## src/rtl/sonic_echo_emulator.sv

```systemverilog
// HC-SR04 responder: answers an accepted Trig pulse with an Echo pulse
// whose width encodes a programmed distance (58 us/cm convention).
module sonic_echo_emulator #(
    parameter int CYC_PER_US  = 100,
    parameter int TRIG_MIN_US = 10,
    parameter int BURST_US    = 200,
    parameter int CYC_PER_CM  = 5800,
    parameter int MIN_CM      = 2,
    parameter int MAX_CM      = 400,
    parameter int TIMEOUT_US  = 38000,
    parameter int HOLDOFF_US  = 10000
) (
    input  logic       clk,
    input  logic       rst,
    input  logic       trig,
    input  logic [9:0] dist_cm,
    input  logic       no_obj,
    output logic       echo,
    output logic       busy,
    output logic       short_trig
);

    typedef enum logic [2:0] {
        S_IDLE, S_TRIG_HI, S_BURST, S_ECHO, S_HOLDOFF
    } state_t;

    localparam logic [21:0] CNT_MAX    = '1;
    localparam logic [21:0] TRIG_MIN_C = 22'(TRIG_MIN_US * CYC_PER_US);
    localparam logic [21:0] BURST_C    = 22'(BURST_US * CYC_PER_US);
    localparam logic [21:0] HOLD_C     = 22'(HOLDOFF_US * CYC_PER_US);
    localparam logic [21:0] TOUT_C     = 22'(TIMEOUT_US * CYC_PER_US);
    localparam logic [9:0]  MIN_C      = 10'(MIN_CM);
    localparam logic [9:0]  MAX_C      = 10'(MAX_CM);

    state_t      state_q, state_d;
    logic [2:0]  sync_q;
    logic [1:0]  warm_q, warm_d;
    logic        armed_q, armed_d;
    logic [21:0] cnt_q, cnt_d;
    logic [9:0]  dist_q, dist_d;
    logic        noobj_q, noobj_d;
    logic        echo_q, echo_d;
    logic        short_q, short_d;

    logic        trig_s, rise, fall;
    logic [21:0] cnt_inc, width;
    logic [9:0]  dist_eff;
    logic [22:0] prod;

    assign trig_s  = sync_q[1];
    // A rise only counts once a genuine low has been seen since reset
    assign rise    = trig_s & ~sync_q[2] & armed_q;
    assign fall    = ~trig_s & sync_q[2];
    assign cnt_inc = (cnt_q == CNT_MAX) ? cnt_q : cnt_q + 22'd1;

    assign dist_eff = (dist_q < MIN_C) ? MIN_C : dist_q;
    assign prod     = 23'(dist_eff) * 23'(CYC_PER_CM);
    assign width    = (noobj_q || dist_q > MAX_C) ? TOUT_C : prod[21:0];

    assign echo       = echo_q;
    assign short_trig = short_q;
    assign busy       = (state_q == S_BURST) || (state_q == S_ECHO) ||
                        (state_q == S_HOLDOFF);

    always_ff @(posedge clk or posedge rst) begin
        if (rst) begin
            sync_q  <= '0;
            warm_q  <= '0;
            armed_q <= 1'b0;
            state_q <= S_IDLE;
            cnt_q   <= '0;
            dist_q  <= '0;
            noobj_q <= 1'b0;
            echo_q  <= 1'b0;
            short_q <= 1'b0;
        end else begin
            sync_q  <= {sync_q[1:0], trig};
            warm_q  <= warm_d;
            armed_q <= armed_d;
            state_q <= state_d;
            cnt_q   <= cnt_d;
            dist_q  <= dist_d;
            noobj_q <= noobj_d;
            echo_q  <= echo_d;
            short_q <= short_d;
        end
    end

    always_comb begin
        warm_d  = (warm_q == 2'd2) ? warm_q : warm_q + 2'd1;
        armed_d = armed_q | ((warm_q == 2'd2) & ~trig_s);
    end

    always_comb begin
        state_d = state_q;
        cnt_d   = cnt_q;
        dist_d  = dist_q;
        noobj_d = noobj_q;
        echo_d  = echo_q;
        short_d = 1'b0;
        unique case (state_q)
            S_IDLE: begin
                if (rise) begin
                    state_d = S_TRIG_HI;
                    cnt_d   = 22'd1;
                end
            end
            S_TRIG_HI: begin
                if (fall) begin
                    cnt_d = '0;
                    if (cnt_q >= TRIG_MIN_C) begin
                        dist_d  = dist_cm;
                        noobj_d = no_obj;
                        state_d = S_BURST;
                    end else begin
                        short_d = 1'b1;
                        state_d = S_IDLE;
                    end
                end else if (trig_s) begin
                    cnt_d = cnt_inc;
                end
            end
            S_BURST: begin
                if (cnt_q >= BURST_C - 22'd1) begin
                    echo_d  = 1'b1;
                    cnt_d   = '0;
                    state_d = S_ECHO;
                end else begin
                    cnt_d = cnt_inc;
                end
            end
            S_ECHO: begin
                if (cnt_q >= width - 22'd1) begin
                    echo_d  = 1'b0;
                    cnt_d   = '0;
                    state_d = S_HOLDOFF;
                end else begin
                    cnt_d = cnt_inc;
                end
            end
            S_HOLDOFF: begin
                if (cnt_q >= HOLD_C - 22'd1) begin
                    cnt_d   = '0;
                    state_d = S_IDLE;
                end else begin
                    cnt_d = cnt_inc;
                end
            end
            default: begin
                echo_d  = 1'b0;
                cnt_d   = '0;
                state_d = S_IDLE;
            end
        endcase
    end

endmodule

```

## config.mk

```make
export PLATFORM = sky130hd
export DESIGN_NAME = sonic_echo_emulator
export DESIGN_NICKNAME = d
export VERILOG_FILES = /design/src/rtl/sonic_echo_emulator.sv
export SDC_FILE = /design/constraint.sdc
export NUM_CORES = 1
export LEC_CHECK = 0
export BUFFER_PORTS_ARGS = -buffer_cell sky130_fd_sc_hd__buf_2
export CAP_MARGIN = 5
export CELL_PAD_IN_SITES_DETAIL_PLACEMENT = 1
export CELL_PAD_IN_SITES_GLOBAL_PLACEMENT = 2
export CORE_MARGIN = 5
export CORE_UTILIZATION = 43
export CTS_CLUSTER_DIAMETER = 150
export DETAILED_ROUTE_END_ITERATION = 16
export PLACE_DENSITY_LB_ADDON = 0.25
export SYNTH_ARGS = -nofsm -noshare
export SYNTH_HDL_FRONTEND = slang
export SYNTH_SLANG_ARGS = --single-unit
```

## constraint.sdc

```tcl
create_clock -name clk -period 12.5 [get_ports clk]
set_clock_uncertainty 0.2 [all_clocks]
set_input_delay 0.625 -clock clk [delete_from_list [all_inputs] [get_ports clk]]
set_output_delay 0.625 -clock clk [all_outputs]
set_load 0.03 [all_outputs]
```

Word level (Yosys, flattened, before mapping)
Index checks and enable logic that the tools add are counted.

Multiply operators: 1. Reduce and logical (&&, ||, !) cells: 9. Magnitude comparators: 6. Equal/unequal tests: 12. Bitwise logic cells: 8. Div/mod/pow operators: 0. Shifts and indexed selects: 0. Multiplexer cells: 23. Add/sub/neg operators: 3.

Operator list (count): 22-bit two-way mux (8); 22-bit case mux with 5 select lines (1); 22-bit by 1-bit adder with 22-bit output, second input constant (1); 22-bit equality test, second input constant (1); 22-bit by 10-bit >= comparator with 1-bit output, second input constant (1); 22-bit by 15-bit >= comparator with 1-bit output, second input constant (1); 22-bit by 20-bit >= comparator with 1-bit output, second input constant (1); 22-bit >= comparator (1); 22-bit by 1-bit subtractor with 22-bit output, second input constant (1); 10-bit by 10-bit multiplier with 19-bit output, second input constant (1); 3-bit two-way mux (5); 3-bit case mux with 5 select lines (1); 10-bit by 9-bit > comparator with 1-bit output, second input constant (1); 10-bit by 2-bit less-than comparator with 1-bit output, second input constant (1); 10-bit two-way mux (1); 3-bit by 2-bit equality test with 1-bit output, second input constant (2); 2-bit by 1-bit != test with 1-bit output, second input constant (3); 3-bit AND reduction (2); 1-bit two-way mux (5); 5-bit AND reduction (1); 1-bit AND (4); 2-bit != test, second input constant (2); 3-bit by 1-bit equality test with 1-bit output, second input constant (1); 3-bit equality test, second input constant (1); other kinds (11) (15).

Bits in latches: 0. Register bits: 44. Memory bits (read-only): 0. Word-level logic and storage cells: 71. Input port bits: 14. Bits in writable memories: 0. Memories kept: 0.

Logic depth before layout (Yosys ltp)
Depth in word-level cells: 8. Gate-level depth with buffers: 31. Depth with buffers taken out: 29.

Worst setup path after synthesis
Ideal clock, no wire load.

Path kind: reg2reg. Start point: reg dist_q[9]. End point: reg cnt_q[11]. Slack: 5213 ps. Clock period less this slack: 7287 ps. Data required time: 12174 ps. Data arrival time: 6961 ps. Library setup time: 126 ps. Stages on the path, launching flop included: 29. Path buffers: 1. Cells stage by stage: dfrtp_1 > nor4_1 > nand2_1 > o21a_1 > ha_1 > ha_1 > fa_1 > fa_1 > inv_1 > fa_1 > inv_1 > ha_1 > a21oi_1 > a21oi_1 > nor4_1 > o21bai_1 > xor2_1 > nor4_1 > nor4b_1 > xnor2_1 > ha_1 > nor2_1 > nand2_1 > o21ai_0 > a311o_1 > a41o_1 > buf_2 > and3_1 > a221o_1.

Longest elaborated chain between the ends: 8. Elaborated cells between the ends (all ways): 10. Classes of those cells: add/sub (1); mul (1); order compare (3); mux (4); reduce/logical (1).

RTL lines: start, declared (RTL line 40) `logic [9:0] dist_q, dist_d;`; start signal, assigned (RTL line 82) `dist_q <= dist_d;`; 10-bit by 2-bit less-than comparator with 1-bit output (RTL line 56) `assign dist_eff = (dist_q < MIN_C) ? MIN_C : dist_q;`; 10-bit two-way mux (RTL line 56); 10-bit by 10-bit multiplier with 19-bit output (RTL line 57) `assign prod = 23'(dist_eff) * 23'(CYC_PER_CM);`; 22-bit two-way mux * (RTL line 58) `assign width = (noobj_q || dist_q > MAX_C) ? TOUT_C : prod[21:0];`; 22-bit by 1-bit subtractor with 22-bit output * (RTL line 133) `if (cnt_q >= width - 22'd1) begin`; 22-bit >= comparator * (RTL line 133); 22-bit two-way mux * (RTL line 133); 22-bit case mux with 5 select lines * (RTL line 101) `unique case (state_q)`; end signal, assigned (RTL line 81) `cnt_q <= cnt_d;`; end, declared (RTL line 39) `logic [21:0] cnt_q, cnt_d;`.

Every way passes the cells marked *; elsewhere a longest branch is shown, timed or not. A chain may end at the register's enable or synchronous reset.

Worst setup path after layout
Start point: reg dist_q[8]. End point: reg cnt_q[19].

The elaborated chain is that of the path after synthesis.

==> metrics.yaml <==
status:
  status: "finished, final reports clean"
flow_run:
  drv_cap: 0
final_layout:
  nets: 688
  areaGrowthSynthToFinish_pct: 7.444
  postLayoutCoreUtil_pct: 47.25
  fillers: 1345
  seqCellArea_mm2: 0.001101
  multi_input_area_mm2: 0.003621
  layout-drive-gt1-share_pct: 9.896
  diodes: 0
cts:
  postCtsSetupRepairBufs: 0
  cts.path.max_buffers: 2
  cts_resized: 0
  path_clk_slew_ps: 70
  clock-sinks: 44
  numCtsBuffers: 5
  clk_latency_ps: 290
  clockRootBuffer: "clkbuf_16"
  cts_tree: "built"
  htree_levels: 2
  postCtsHoldBufs: 0
routing:
  drc: 0
  firstDrtPassIters: 4
  totalWireLength_um: 13630
  wl_met3_um: 600
  drt_iter0_markers: 239
  drt-met1-wl_um: 6990
  dr_wl_met2_um: 5899
  via_per_inst: 5.821
  routed.top_layer: "met4"
  vias: 4185
  routedWlPerCell_um: 18.95
  final_antenna_net_count: 0
sta:
  tightestPinTransition_ps: 1058
  finalMaxSlewViolations: 0
  timing.fmax_mhz: 114.1
  tns_ps: 0
  period_minus_slack_ps: 8767
  post-route-period-util_pct: 70.13
  rsz0062_at_grt: "false"
  setup_viol: 0
  hold_viol: 0
  slew_headroom_pct: 29.35
setup_path:
  worst_setup_path_end_kind: "register"
  rrSetupSlack_ps: 3730
  worstPathMaxFanout: 20
  critical_path_arrival_ps: 8740
  crit_type: "register to register"
  crit_required_ps: 12480
  startpoint_type: "register"
yosys:
  synth-main-ff-cell: "dfrtp_1"
  synth_top_family_by_area: "adder cells"
  synth.cell_area_mm2: 0.005042
  synthSimpleGateAreaFrac_pct: 17.94
  synth_nets: 684
  synth_xor_area_share_pct: 5.707
  synth_edf_count: 0
  synth-compound-area-share_pct: 17.12
  synth_top_area_cell: "dfrtp_1"
  synth_top_area_share_pct: 21.84
  synthCells: 571
  yosys-mux-area-fraction_pct: 3.052
  synth.avg_cell_area_um2: 8.831
  ys_types: 69
  async_reset_ff_share_pct: 100.0
  seq_area_frac_synth_pct: 21.84
  synth_area_leaders: "dfrtp_1 (22%), ha_1 (19%), fa_1 (9.1%)"
  synth_fa_ha_area_share_pct: 27.99
  yosysWarningCount: 0
  synth-seq-cells: 44
die:
  core_area_mm2: 0.01147
  io_pins: 17
  initial_core_util_pct: 43.97
  dieWidth_um: 118.3
  rows: 39
  die_area_mm2: 0.01399
  die_y_um: 118.3
pwr:
  ir_worst_vdd_mv: 0.06672
  switching_power_mw: 0.3665
  intPower_mw: 0.4409
  power_mw: 0.8074
  p_leak_nw: 2.554
  swShare_pct: 45.39
  p_clk_share_pct: 19.5
  seq_power_share_pct: 19.0
  comb_power_share_pct: 61.5
  p_per_area_mw_per_mm2: 149.0
placed_design:
  hpwlAfterDp_um: 11100
  gp_congestion: 0.8427
  io_buffers: 16
global_routing:
  grt_use_total_pct: 20.26
  antenna_found_initial: 0
  grt_max_degree: 45
  grt_pass1_wl_um: 23500
  grt_overflow: 0
  grt_pass1_vias: 4460
min_path:
  min-delay-path-class: "register to register"
## per-stage QoR
| stage | hold slack (ps) | setup WS, ps | instances | area, µm² |
|---|---|---|---|---|
| 2_1_floorplan | 131.2 | 5213 | 571 | 5042 |
| 4_1_cts | 159.9 | 3758 | 719 | 5418 |
| 3_5_place_dp | 145.0 | 3721 | 711 | 5240 |
| 5_1_grt | 174.1 | 2963 | 719 | 5418 |
| 3_3_place_gp | 137.6 | 4077 | 711 | 5240 |
| 6_report | 157.7 | 3733 | 719 | 5418 |
## final timing paths
kind | start | endpoint | cells past startpoint
setup / recovery | dist_q[8] | cnt_q[19] | 25
hold / removal | sync_q[0] | sync_q[1] | 0
setup reg to reg | dist_q[8] | cnt_q[19] | 25
hold reg to reg | sync_q[0] | sync_q[1] | 0
max in group asynchronous | rst | cnt_q[9] | 3
min in group asynchronous | rst | echo | 3
## cell families (layout without fill, tap and decap cells)
family | Yosys count | after routing
buffers and inverters | 85 | 90
AND/OR/NAND/NOR | 180 | 180
adder cells (fa/ha/maj) | 99 | 99
XOR/XNOR | 32 | 32
flip-flops | 44 | 44
multiplexers | 14 | 14
AO/OA/AOI/OAI | 117 | 117
## cells in the mapped netlist (9+ instances only)
cell,instances
ha_1,76
inv_1,62
nor2_1,46
dfrtp_1,44
nand2_1,42
nand3_1,28
a21oi_1,23
fa_1,23
clkbuf_1,20
xnor2_1,18
o21ai_0,17
xor2_1,13
a21o_1,11
mux2_2,11
nand4_1,10
nor3_1,9
## critical path: stages (launching register included)
cell      delay, ps
dfrtp_1         530
nor4_1          330
nand2_1         190
o21a_1          250
ha_1            390
ha_1            350
fa_1            510
fa_1            550
inv_1            50
fa_1            490
inv_1            40
ha_1            360
a21oi_1         280
a21oi_1         150
nor4_1          260
o21bai_1        130
xor2_1          200
nor4_1          550
o211ai_1        200
xor2_1          180
ha_1            300
a21o_1          180
a211oi_1        410
a41o_1          750
nand2_1         410
o311ai_0        400
## power groups by stage
| stage | logic, mW | registers (mW) | clock network [mW] |
|---|---|---|---|
| 4_1_cts | 0.506 | 0.153 | 0.162 |
| 3_5_place_dp | 0.501 | 0.156 | 0 |
| 2_1_floorplan | 0.389 | 0.152 | 0 |
| 6_report | 0.497 | 0.153 | 0.158 |
| 3_3_place_gp | 0.493 | 0.155 | 0 |
| 5_1_grt | 0.576 | 0.153 | 0.170 |
## flip-flops by register name, summed over array words and instances, names as in the netlist
signal and flops:
noobj_q 1, state_q 3, sync_q 3, dist_q 10, echo 1, armed_q 1
warm_q 2, short_trig 1, cnt_q 22
## final cells by class
type	count	area share (%)
inverters	63	4.365
well taps	143	3.303
clock inverters	2	0.7159
flip-flops and latches	44	20.32
multi-input cells	442	66.84
repair buffers	19	1.894
clock buffers	6	2.564
## layer usage
| metal | vias up | track usage [%] |
|---|---|---|
| met5 | - | 0 |
| met2 | 73 | 29.99 |
| met4 | 0 | 3.513 |
| met1 | 2062 | 30.84 |
| li1 | 2040 | - |
| met3 | 10 | 4.059 |
## cell usage in the layout (no fill, tap or decap), types with 3 or more instances in the layout
master,n
a31o_1,3
buf_2,16
and4_1,3
o2bb2ai_1,4
xor2_1,13
o311ai_0,3
dfrtp_1,44
buf_4,3
o31ai_1,5
a31oi_1,6
nand2_1,42
o21ai_0,17
nand3_1,28
xnor2_1,18
o311ai_1,5
clkbuf_16,5
o211ai_1,6
or2_2,3
nand4_1,10
a21o_1,11
and3_1,6
inv_1,61
a21oi_1,23
nor4_1,7
nor2_1,46
nand2b_1,6
nor2b_1,5
a22o_1,5
and2_1,3
fa_1,23
ha_1,76
o21ai_1,3
mux2i_1,3
mux2_2,11
nor3_1,9
Power figures use the tool's default switching activity.
